`config.mk`:
```
export PLATFORM = sky130hd
export DESIGN_NAME = imm_decode_stage
export DESIGN_NICKNAME = d
export VERILOG_FILES = /design/src/rtl/imm_decode_stage.sv
export SDC_FILE = /design/constraint.sdc
export NUM_CORES = 1
export LEC_CHECK = 0
export CAP_MARGIN = 5
export CORE_ASPECT_RATIO = 1.5
export CORE_UTILIZATION = 53
export DETAILED_ROUTE_END_ITERATION = 10
export PLACE_DENSITY = 0.86
export SLEW_MARGIN = 20
export SYNTH_ARGS = -nofsm -noshare
export SYNTH_HDL_FRONTEND = slang
export SYNTH_SLANG_ARGS = --single-unit
```
`constraint.sdc`:
```
create_clock -name clk -period 3.13 [get_ports clk]
set_input_delay 0.626 -clock clk [delete_from_list [all_inputs] [get_ports clk]]
set_output_delay 0.626 -clock clk [all_outputs]
set_load 0.02 [all_outputs]
```
`src/rtl/imm_decode_stage.sv`:
```
// Registered RV32I/RV64I immediate decoder with a 2-entry main/skid buffer.
// Decode happens on the input side, so both buffer entries hold finished results.
module imm_decode_stage #(
   parameter int XLEN   = 64,
   parameter int TAG_W  = 32,
   parameter bit CSR_EN = 1'b1
) (
   input  logic             clk,
   input  logic             rst_n,
   input  logic             flush,
   input  logic             in_valid,
   output logic             in_ready,
   input  logic [31:0]      in_inst,
   input  logic [TAG_W-1:0] in_tag,
   output logic             out_valid,
   input  logic             out_ready,
   output logic [2:0]       out_type,
   output logic [XLEN-1:0]  out_imm,
   output logic [TAG_W-1:0] out_tag,
   output logic             out_illegal
);

   localparam logic [2:0] T_S    = 3'b000;
   localparam logic [2:0] T_U    = 3'b001;
   localparam logic [2:0] T_J    = 3'b010;
   localparam logic [2:0] T_I    = 3'b011;
   localparam logic [2:0] T_B    = 3'b100;
   localparam logic [2:0] T_Z    = 3'b101;
   localparam logic [2:0] T_NONE = 3'b111;

   typedef struct packed {
      logic [2:0]       typ;
      logic [XLEN-1:0]  imm;
      logic [TAG_W-1:0] tag;
      logic             illegal;
   } entry_t;

   // Encoding is {main_v, skid_v}.
   typedef enum logic [1:0] {
      ST_EMPTY = 2'b00,
      ST_ONE   = 2'b10,
      ST_FULL  = 2'b11
   } state_t;

   localparam entry_t RST_ENTRY = '{typ: T_NONE, imm: '0, tag: '0, illegal: 1'b0};

   function automatic entry_t decode(input logic [31:0] inst, input logic [TAG_W-1:0] tag);
      entry_t     e;
      logic [31:0] imm32;
      e.typ     = T_NONE;
      e.illegal = 1'b0;
      e.tag     = tag;
      e.imm     = '0;
      imm32     = 32'd0;
      case (inst[6:0])
         7'b0010011, 7'b0000011, 7'b1100111: e.typ = T_I;
         7'b0011011: begin
            if (XLEN == 64) e.typ = T_I;
            else            e.illegal = 1'b1;
         end
         7'b0110111, 7'b0010111: e.typ = T_U;
         7'b1101111: e.typ = T_J;
         7'b0100011: e.typ = T_S;
         7'b1100011: e.typ = T_B;
         7'b0110011: e.typ = T_NONE;
         7'b0111011: begin
            if (XLEN == 64) e.typ = T_NONE;
            else            e.illegal = 1'b1;
         end
         7'b1110011: begin
            if (CSR_EN) e.typ = inst[14] ? T_Z : T_I;
            else        e.typ = T_NONE;
         end
         default: e.illegal = 1'b1;
      endcase
      case (e.typ)
         T_I:     imm32 = {{20{inst[31]}}, inst[31:20]};
         T_S:     imm32 = {{20{inst[31]}}, inst[31:25], inst[11:7]};
         T_B:     imm32 = {{19{inst[31]}}, inst[31], inst[7], inst[30:25], inst[11:8], 1'b0};
         T_U:     imm32 = {inst[31:12], 12'd0};
         T_J:     imm32 = {{11{inst[31]}}, inst[31], inst[19:12], inst[20], inst[30:21], 1'b0};
         default: imm32 = 32'd0;
      endcase
      // zimm is the only zero-extended form; everything else sign-extends from bit 31.
      if (e.typ == T_Z) e.imm = XLEN'(inst[19:15]);
      else              e.imm = XLEN'($signed(imm32));
      return e;
   endfunction

   state_t state_q, state_d;
   entry_t main_q, main_d;
   entry_t skid_q, skid_d;
   entry_t new_s;
   logic   accept_s;
   logic   drain_s;

   assign in_ready    = (state_q != ST_FULL);
   assign out_valid   = (state_q != ST_EMPTY);
   assign out_type    = main_q.typ;
   assign out_imm     = main_q.imm;
   assign out_tag     = main_q.tag;
   assign out_illegal = main_q.illegal;

   // Next-state and buffer steering.
   always_comb begin
      state_d  = state_q;
      main_d   = main_q;
      skid_d   = skid_q;
      new_s    = decode(in_inst, in_tag);
      accept_s = in_valid & in_ready;
      drain_s  = out_valid & out_ready;
      case (state_q)
         ST_EMPTY: begin
            if (accept_s) begin
               main_d  = new_s;
               state_d = ST_ONE;
            end else begin
               state_d = ST_EMPTY;
            end
         end
         ST_ONE: begin
            if (accept_s && drain_s) begin
               main_d = new_s;
            end else if (accept_s) begin
               skid_d  = new_s;
               state_d = ST_FULL;
            end else if (drain_s) begin
               state_d = ST_EMPTY;
            end else begin
               state_d = ST_ONE;
            end
         end
         ST_FULL: begin
            if (drain_s) begin
               main_d  = skid_q;
               state_d = ST_ONE;
            end else begin
               state_d = ST_FULL;
            end
         end
         default: state_d = ST_EMPTY;
      endcase
      if (flush) begin
         state_d = ST_EMPTY;
      end else begin
         state_d = state_d;
      end
   end

   // State and buffer registers; reset wins over flush.
   always_ff @(posedge clk) begin
      if (!rst_n) begin
         state_q <= ST_EMPTY;
         main_q  <= RST_ENTRY;
         skid_q  <= RST_ENTRY;
      end else begin
         state_q <= state_d;
         main_q  <= main_d;
         skid_q  <= skid_d;
      end
   end

endmodule

```
==> results of run 1 <==
[cell type report]
cell class | instances | area, sq um
clock buffer | 17 | 425
clock inverter | 15 | 153
fill | 870 | 3050
inverter | 7 | 26.3
multi-input combinational | 508 | 3130
sequential | 138 | 2760
tap | 150 | 188
timing repair buffer | 192 | 1910
[routing by layer]
| metal | vias up | wire length [um] | GRT usage, % |
|---|---|---|---|
| met3 | 38 | 1200 | 6.22 |
| met2 | 264 | 9350 | 51.6 |
| met5 | - | 0 | 0 |
| li1 | 2882 | - | - |
| met4 | 0 | 447 | 13.2 |
| met1 | 2941 | 6830 | 31.6 |
[worst max-delay path: cells and delay by family (launching register included)]
kind	cells	cell delay [ps]
flops	1	390
buf+inv	2	990
fa+ha+maj	1	220
[synthesized netlist by cell type, drive strengths merged, types with 2 or more instances]
cell    instances  area (sq um)
nand2         152           571
dfxtp         138          2760
buf            52           338
clkbuf         43           161
o21ai          43           215
a21boi         39           293
o211a          34           340
mux2i          33           330
a21oi          28           140
a31oi          25           156
nand3          25           125
o211ai         24           180
or3            20           125
nor2           14          55.1
nor3            8          45.0
a221oi          7          61.3
inv             6          22.5
nor2b           5          31.3
a222oi          4          40.0
ha              4          50.1
nand2b          4          25.0
o221ai          4          35.0
and2            3          18.8
and3            3          18.8
nor3b           3          22.5
and3b           2          17.5
nor4            2          12.5
o21a            2          15.0
o22ai           2          18.8
[through the flow]
stage                     area (sq um)  setup WS [ps]  cells  total power [W]
after CTS                         8600            477   1027          0.00474
after global placement            8020            286    995          0.00276
after floorplan                   6400           1020    748          0.00241
final                             8600            484   1027          0.00471
after global routing              8600            381   1027          0.00487
after detailed placement          8020            190    995          0.00278
[power by group]
part | leakage [nW] | internal (W) | total [W] | switching, W
sequential | 1.13 | 0.00185 | 0.00191 | 0.0000545
combinational | 1.88 | 0.000394 | 0.000837 | 0.000443
clock | 0.283 | 0.00112 | 0.00196 | 0.000841
[path summary, 6_finish.rpt]
path / start / end / slack [ps] / cells after the start
worst max-delay path: state_q[0] / in_ready / 480 / 3
worst min-delay path: skid_q[14] / skid_q[14] / 460 / 2
worst max register to register: state_q[0] / skid_q[32] / 810 / 7
worst min register to register: skid_q[14] / skid_q[14] / 460 / 2
[cell families after synthesis]
logic type / after synthesis / synth area share, %
simple gates: 246 / 17.4
compound gates: 225 / 25.3
flops: 138 / 43.2
buf+inv: 102 / 8.21
mux: 33 / 5.16
fa+ha+maj: 4 / 0.782
[flip-flops by register name (all words and copies together) (netlist names)]
| name | cells |
|---|---|
| skid_q | 68 |
| out_tag | 32 |
| out_illegal | 1 |
| state_q | 2 |
| out_imm | 32 |
| out_type | 3 |
==> metrics.txt, run 1 <==
worst skew pair latency=420 ps; Syn Nets=between 800 and 900; clk sinks=around 140; period utilisation layout=a little over four fifths; clock root buffer=clkbuf_16; via count=between 6000 and 7000; CTS tree=built; post-CTS resize count=0; Max VDD drop=0.413 mV; max cap viols=0; status=completed; GRT Overall Usage=28.4%; Slowest cell on crit path=clkdlybuf4s50_1; total CTS buffers=17; pin count of the biggest net entering global routing=61; CTS Buffer Depth=2; initial core utilization=54.9%; DR vias/cell=5.96; most used flip-flop cell after synthesis=dfxtp_1; die footprint=0.0125 sq mm; # IOs=171; n_diodes=0; global-route wire length before repair=28300 um; fin nets=937; Die X=91.7 um; Syn-to-layout area delta=34.5%; Worst-Margin Slew=831 ps; YS warnings=0; Buffers on Ports=170; Distinct cells, synth=55; clk_skew=8.67 ps; GRT Residual Overflow=0; initial antenna violation count=0; f_max=roughly 380 MHz; crit path launch type=flip-flop; Wirelength per Cell=17.4 um; layout cells sized above 1=approximately 7%; worst hold slack=464 ps; core area=0.0117 sq mm; Std-Cell Rows=48; drt first pass iters=5; sequential share of the synthesized area=a little over two fifths; final WL=17800 um; Netlist Area Pre-Place=~0.0064 sq mm; Leak=3.29 nW; Critical Path Max Stage Delay=690 ps; leading cell types in the layout, fill and taps excluded=169 x clkdlybuf4s50_1, 152 x nand2_1, 138 x dfxtp_1; total negative slack=0 ps; relative max-transition margin=between 40% and 50%; Post-synth EDFFs=0; PD cells=547 mW/mm^2; worst-path maximum fanout=10; crit end category=output pin; H-tree Lvls=4; ANT nets after route=0; Async SR Flop Fraction=0%; most common cell after layout, fill and taps aside=clkdlybuf4s50_1; crit-path cells=ha_2 > clkinv_1 > clkdlybuf4s50_1; CP Data Required Time=2500 ps; DPL Wire Length=around 12000 um; DRC Markers=0; Post-Synthesis Cells=748; crit path time final=2650 ps; Syn Area/Cell=between 8 and 9 sq um; setup violators final=0; crit path kind=flip-flop to output pin; DRT iter0 DRCs=437; number of setup buffers added after CTS=0; crit path DAT=2020 ps; RSZ-0062 raised after global routing=no; worst min-delay path class=flip-flop to flip-flop; final hold vios=0; fin util=73.8%; Die H=137 um; Clock transition at path regs=around 60 ps; number of global-route vias before repair=5765; Pins Over Slew Limit=0; number of synthesized register bits=~140; GP Congestion=0.948; # hold bufs at CTS=0
Power figures use the tool's default switching activity.
==> inputs of run 2 (changes only) <==
--- a/config.mk
+++ b/config.mk
@@ -7,9 +7,9 @@
 export LEC_CHECK = 0
 export CAP_MARGIN = 5
 export CORE_ASPECT_RATIO = 1.5
-export CORE_UTILIZATION = 53
+export CORE_UTILIZATION = 49
 export DETAILED_ROUTE_END_ITERATION = 10
-export PLACE_DENSITY = 0.86
+export PLACE_DENSITY = 0.81
 export SLEW_MARGIN = 20
 export SYNTH_ARGS = -nofsm -noshare
 export SYNTH_HDL_FRONTEND = slang
==> constraint.sdc (replaced) <==
create_clock -name clk -period 2.5 [get_ports clk]
set_input_delay 0.5 -clock clk [delete_from_list [all_inputs] [get_ports clk]]
set_output_delay 0.5 -clock clk [all_outputs]
set_load 0.02 [all_outputs]
==> metrics.txt, run 2 (same netlist as run 1, synthesis figures left out) <==
reg2reg start=state_q[0]; crit path kind=flip-flop to output pin; dpl ws=-228 ps; M2 GR Usage=~47%; multi-input logic area=roughly 0.0031 sq mm; crit path DAT=1860 ps; most common cell after layout, fill and taps aside=clkdlybuf4s50_1; DRC Markers=0; setup violators final=0; relative max-transition margin=58.6%; total CTS buffers=17; FF-to-FF End=out_imm[28]; CP Data Required Time=2000 ps; via count=6197; Net Switching=0.00167 W; Wirelength per Cell=16.9 um; number of setup buffers added after CTS=0; CTS Buffer Depth=2; Worst-Margin Slew=621 ps; Syn-to-layout area delta=39.2%; Max VDD drop=0.521 mV; hold path cells=3; Top Usage Layer GRT=met2; total negative slack=0 ps; initial antenna violation count=0; pin count of the biggest net entering global routing=97; worst min-delay path class=input port to flip-flop; worst-path maximum fanout=5; # IOs=171; Buffers on Ports=170; final WL=18100 um; final hold vios=0; Flop pwr share=40.3%; grt met3 use=under 10%; RSZ-0062 raised after global routing=no; max reg flops=68; Largest Register=skid_q; cell internal pwr=0.00425 W; min setup slack post-route=141 ps; clk_skew=around 15 ps; n_diodes=0; GRT Residual Overflow=0; H-tree Lvls=4; GP Congestion=0.874; f_max=roughly 420 MHz; R2R setup slack=260 ps; Leak=3.47 nW; leading cell types in the layout, fill and taps excluded=168 x clkdlybuf4s50_1, 152 x nand2_1, 138 x dfxtp_1; initial core utilization=50.9%; global-route wire length before repair=28600 um; DRT iter0 DRCs=429; Die X=95.3 um; Pins Over Slew Limit=0; Hold Crit Endpoint=skid_q[51]; Clock power frac=between 40% and 50%; crit path time final=2360 ps; drt first pass iters=6; layout cells sized above 1=10.9%; DPL Wire Length=12700 um; die footprint=0.0135 sq mm; worst reg2reg path depth=9; period utilisation layout=94.4%; number of global-route vias before repair=6083; max cap viols=0; Worst Hold Launch=rst_n; GR Layer Usage met1=29.9%; register area=0.00276 sq mm; Sw Share=28.2%; crit path launch type=flip-flop; Filler Cells Inserted=954; crit end category=output pin; clock root buffer=clkbuf_16; fin nets=974; Std-Cell Rows=50; DR vias/cell=5.79; Die H=roughly 140 um; status=completed; clk sinks=138; ANT nets after route=0; worst skew pair latency=420 ps; # hold bufs at CTS=0; GRT Overall Usage=27.0%; combinational fraction of design power=between 10% and 20%; CTS tree=built; core area=0.0126 sq mm; Clock transition at path regs=~70 ps; PD cells=about 660 mW/mm^2
## run 2: cell count changes in the layout (fill, tap and decap cells not counted), sizes merged
cell,delta
buf,+37
clkdlybuf4s50,-1
clkinvlp,+1
dlymetal6s2s,+1
inv,-1
## run 2: layout make-up
class	instances	share of cell area, %
multi-input cells	508	35.2
well taps	156	2.19
clock inverters	15	1.73
flip-flops and latches	138	31.0
clock buffers	17	4.78
repair buffers	229	24.8
inverters	7	0.295
## run 2: repair_timing
| action | CTS | global route |
|---|---|---|
| hold endpoints to repair | 0 | 0 |
| resized for setup | 0 | 1 |
| setup endpoints to repair | 0 | 1 |
## run 2: per-stage QoR
stage               utilization [%]  power (W)  hold WS, ps  instances  instance area, sq um
floorplan                         -    0.00301          435        748                  6400
global placement               66.2    0.00350          447       1038                  8320
detailed placement             66.2    0.00352          457       1038                  8320
CTS                            70.8    0.00595          414       1070                  8900
global route                   70.8    0.00614          417       1070                  8900
finish                         70.8    0.00592          421       1070                  8900
## run 2: routing by layer
layer,vias to the layer above,wire (um),share of wire [%]
met2,289,9260,51
met4,0,546,3.0
met3,40,1250,6.9
li1,2964,-,-
met5,-,0,0
met1,2904,7070,39
## run 2: power by group through the flow
stage               clock [W]  sequential (W)  combinational [W]
finish                0.00244         0.00239            0.00109
floorplan                   0         0.00254           0.000477
CTS                   0.00247         0.00239            0.00109
detailed placement          0         0.00243            0.00109
global placement            0         0.00243            0.00107
global route          0.00258         0.00240            0.00116
## run 2: worst max-delay path by stage
stage | startpoint | depth (start not counted) | slack, ps | to
2_1_floorplan | in_inst[3] | 7 | 510 | out_imm[11]
3_3_place_gp | in_inst[2] | 8 | -150 | out_imm[6]
3_5_place_dp | in_inst[2] | 8 | -230 | out_imm[10]
4_1_cts | state_q[0] | 3 | 60 | in_ready
5_1_grt | in_inst[2] | 8 | 10 | out_imm[10]
6_report | state_q[0] | 4 | 140 | out_valid
## run 2: worst max-delay path: stages, from the launching register on
cell	delay, ps
dfxtp_1	390
inv_1	90
ha_1	290
inv_1	80
clkdlybuf4s50_1	600
==> inputs of run 3 (changes only) <==
--- a/config.mk
+++ b/config.mk
@@ -9,6 +9,7 @@
 export CORE_ASPECT_RATIO = 1.5
 export CORE_UTILIZATION = 49
 export DETAILED_ROUTE_END_ITERATION = 10
+export GPL_ROUTABILITY_DRIVEN = 0
 export PLACE_DENSITY = 0.81
 export SLEW_MARGIN = 20
 export SYNTH_ARGS = -nofsm -noshare
==> metrics.txt, run 3 (same netlist as run 1, synthesis figures left out) <==
cell area after layout=between 0.008 and 0.009 sq mm; relative max-transition margin=about three fifths; period utilisation layout=94.9%; # IOs=171; Clock transition at path regs=around 60 ps; n_diodes=0; max cap viols=0; number of global-route vias before repair=5923; Die X=95.3 um; crit end category=output pin; clk_skew=7.80 ps; layout cells sized above 1=8.87%; worst skew pair latency=410 ps; post-CTS resize count=0; CTS Buffer Depth=2; die footprint=0.0135 sq mm; fin nets=951; DRC Markers=0; Worst-Margin Slew=571 ps; Wirelength per Cell=17.0 um; crit path launch type=flip-flop; Buffers on Ports=170; # hold bufs at CTS=0; number of setup buffers added after CTS=0; core area=0.0126 sq mm; DR vias/cell=5.88; setup violators final=0; worst-path maximum fanout=5; Filler Cells Inserted=964; leading cell types in the layout, fill and taps excluded=169 x clkdlybuf4s50_1, 152 x nand2_1, 138 x dfxtp_1; DPL Wire Length=12000 um; crit path DAT=between 1500 and 2000 ps; most common cell after layout, fill and taps aside=clkdlybuf4s50_1; ANT nets after route=0; Syn-to-layout area delta=37.5%; worst min-delay path class=flip-flop to flip-flop; GRT Overall Usage=26.6%; initial antenna violation count=0; initial core utilization=50.9%; clk sinks=138; H-tree Lvls=4; Die H=142 um; pin count of the biggest net entering global routing=103; Pins Over Slew Limit=0; status=completed; GRT Residual Overflow=0; Largest Register=skid_q; Std-Cell Rows=50; Leak=3.39 nW; clock root buffer=clkbuf_16; RSZ-0062 raised after global routing=no; max reg flops=68; via count=6156; worst hold slack=452 ps; PD cells=710 mW/mm^2; global-route wire length before repair=28400 um; drt first pass iters=8; total CTS buffers=17; f_max=421 MHz; DRT iter0 DRCs=roughly 460; CP Data Required Time=roughly 2000 ps; crit path kind=flip-flop to output pin; CTS tree=built; Max VDD drop=0.541 mV; crit path time final=2370 ps; final hold vios=0; final WL=17800 um; Placement Cell Area=0.00812 sq mm
[run 3: stage by stage]
step                      TNS (ps)  worst slack [ps]  total power (W)  std cells  utilization, %
final                            0               126          0.00625       1047            70.0
after global routing             0              9.05          0.00647       1047            70.0
after CTS                        0               105          0.00628       1047            69.9
after detailed placement     -4140              -224          0.00348       1015            64.6
after global placement       -92.7             -16.0          0.00345       1015            64.6
after floorplan                  0               512          0.00301        748               -
[run 3: final timing paths]
path / endpoint / from / slack, ps / cells past startpoint
max: out_valid / state_q[0] / 130 / 4
min: out_illegal / out_illegal / 450 / 2
max reg2reg: out_imm[20] / state_q[0] / 300 / 9
min reg2reg: out_illegal / out_illegal / 450 / 2
[run 3: cell type report]
| cell class | instances | area, sq um | area share [%] |
|---|---|---|---|
| multi-input cells | 508 | 3140 | 35.7 |
| flip-flops and latches | 138 | 2760 | 31.4 |
| clock inverters | 15 | 236 | 2.69 |
| well taps | 156 | 195 | 2.22 |
| clock buffers | 17 | 425 | 4.84 |
| inverters | 7 | 26.3 | 0.299 |
| repair buffers | 206 | 2010 | 22.8 |
[run 3: report_power, final]
part	internal (W)	switching, W	total (W)
Sequential	0.00232	0.0000664	0.00239
Combinational	0.000500	0.000553	0.00105
Clock	0.00179	0.00102	0.00281
[run 3: metal layers]
metal	track usage [%]	vias to the layer above	wire length, um
met2	46.1	283	9210
met4	11.3	0	337
met1	30.3	2925	7050
met5	0	-	0
li1	-	2912	-
met3	6.62	36	1230
[run 3: worst max-delay path, stage by stage, from the launching register on]
cell and delay, ps:
dfxtp_1 390, inv_1 100, ha_1 290, inv_1 90, clkdlybuf4s50_1 600
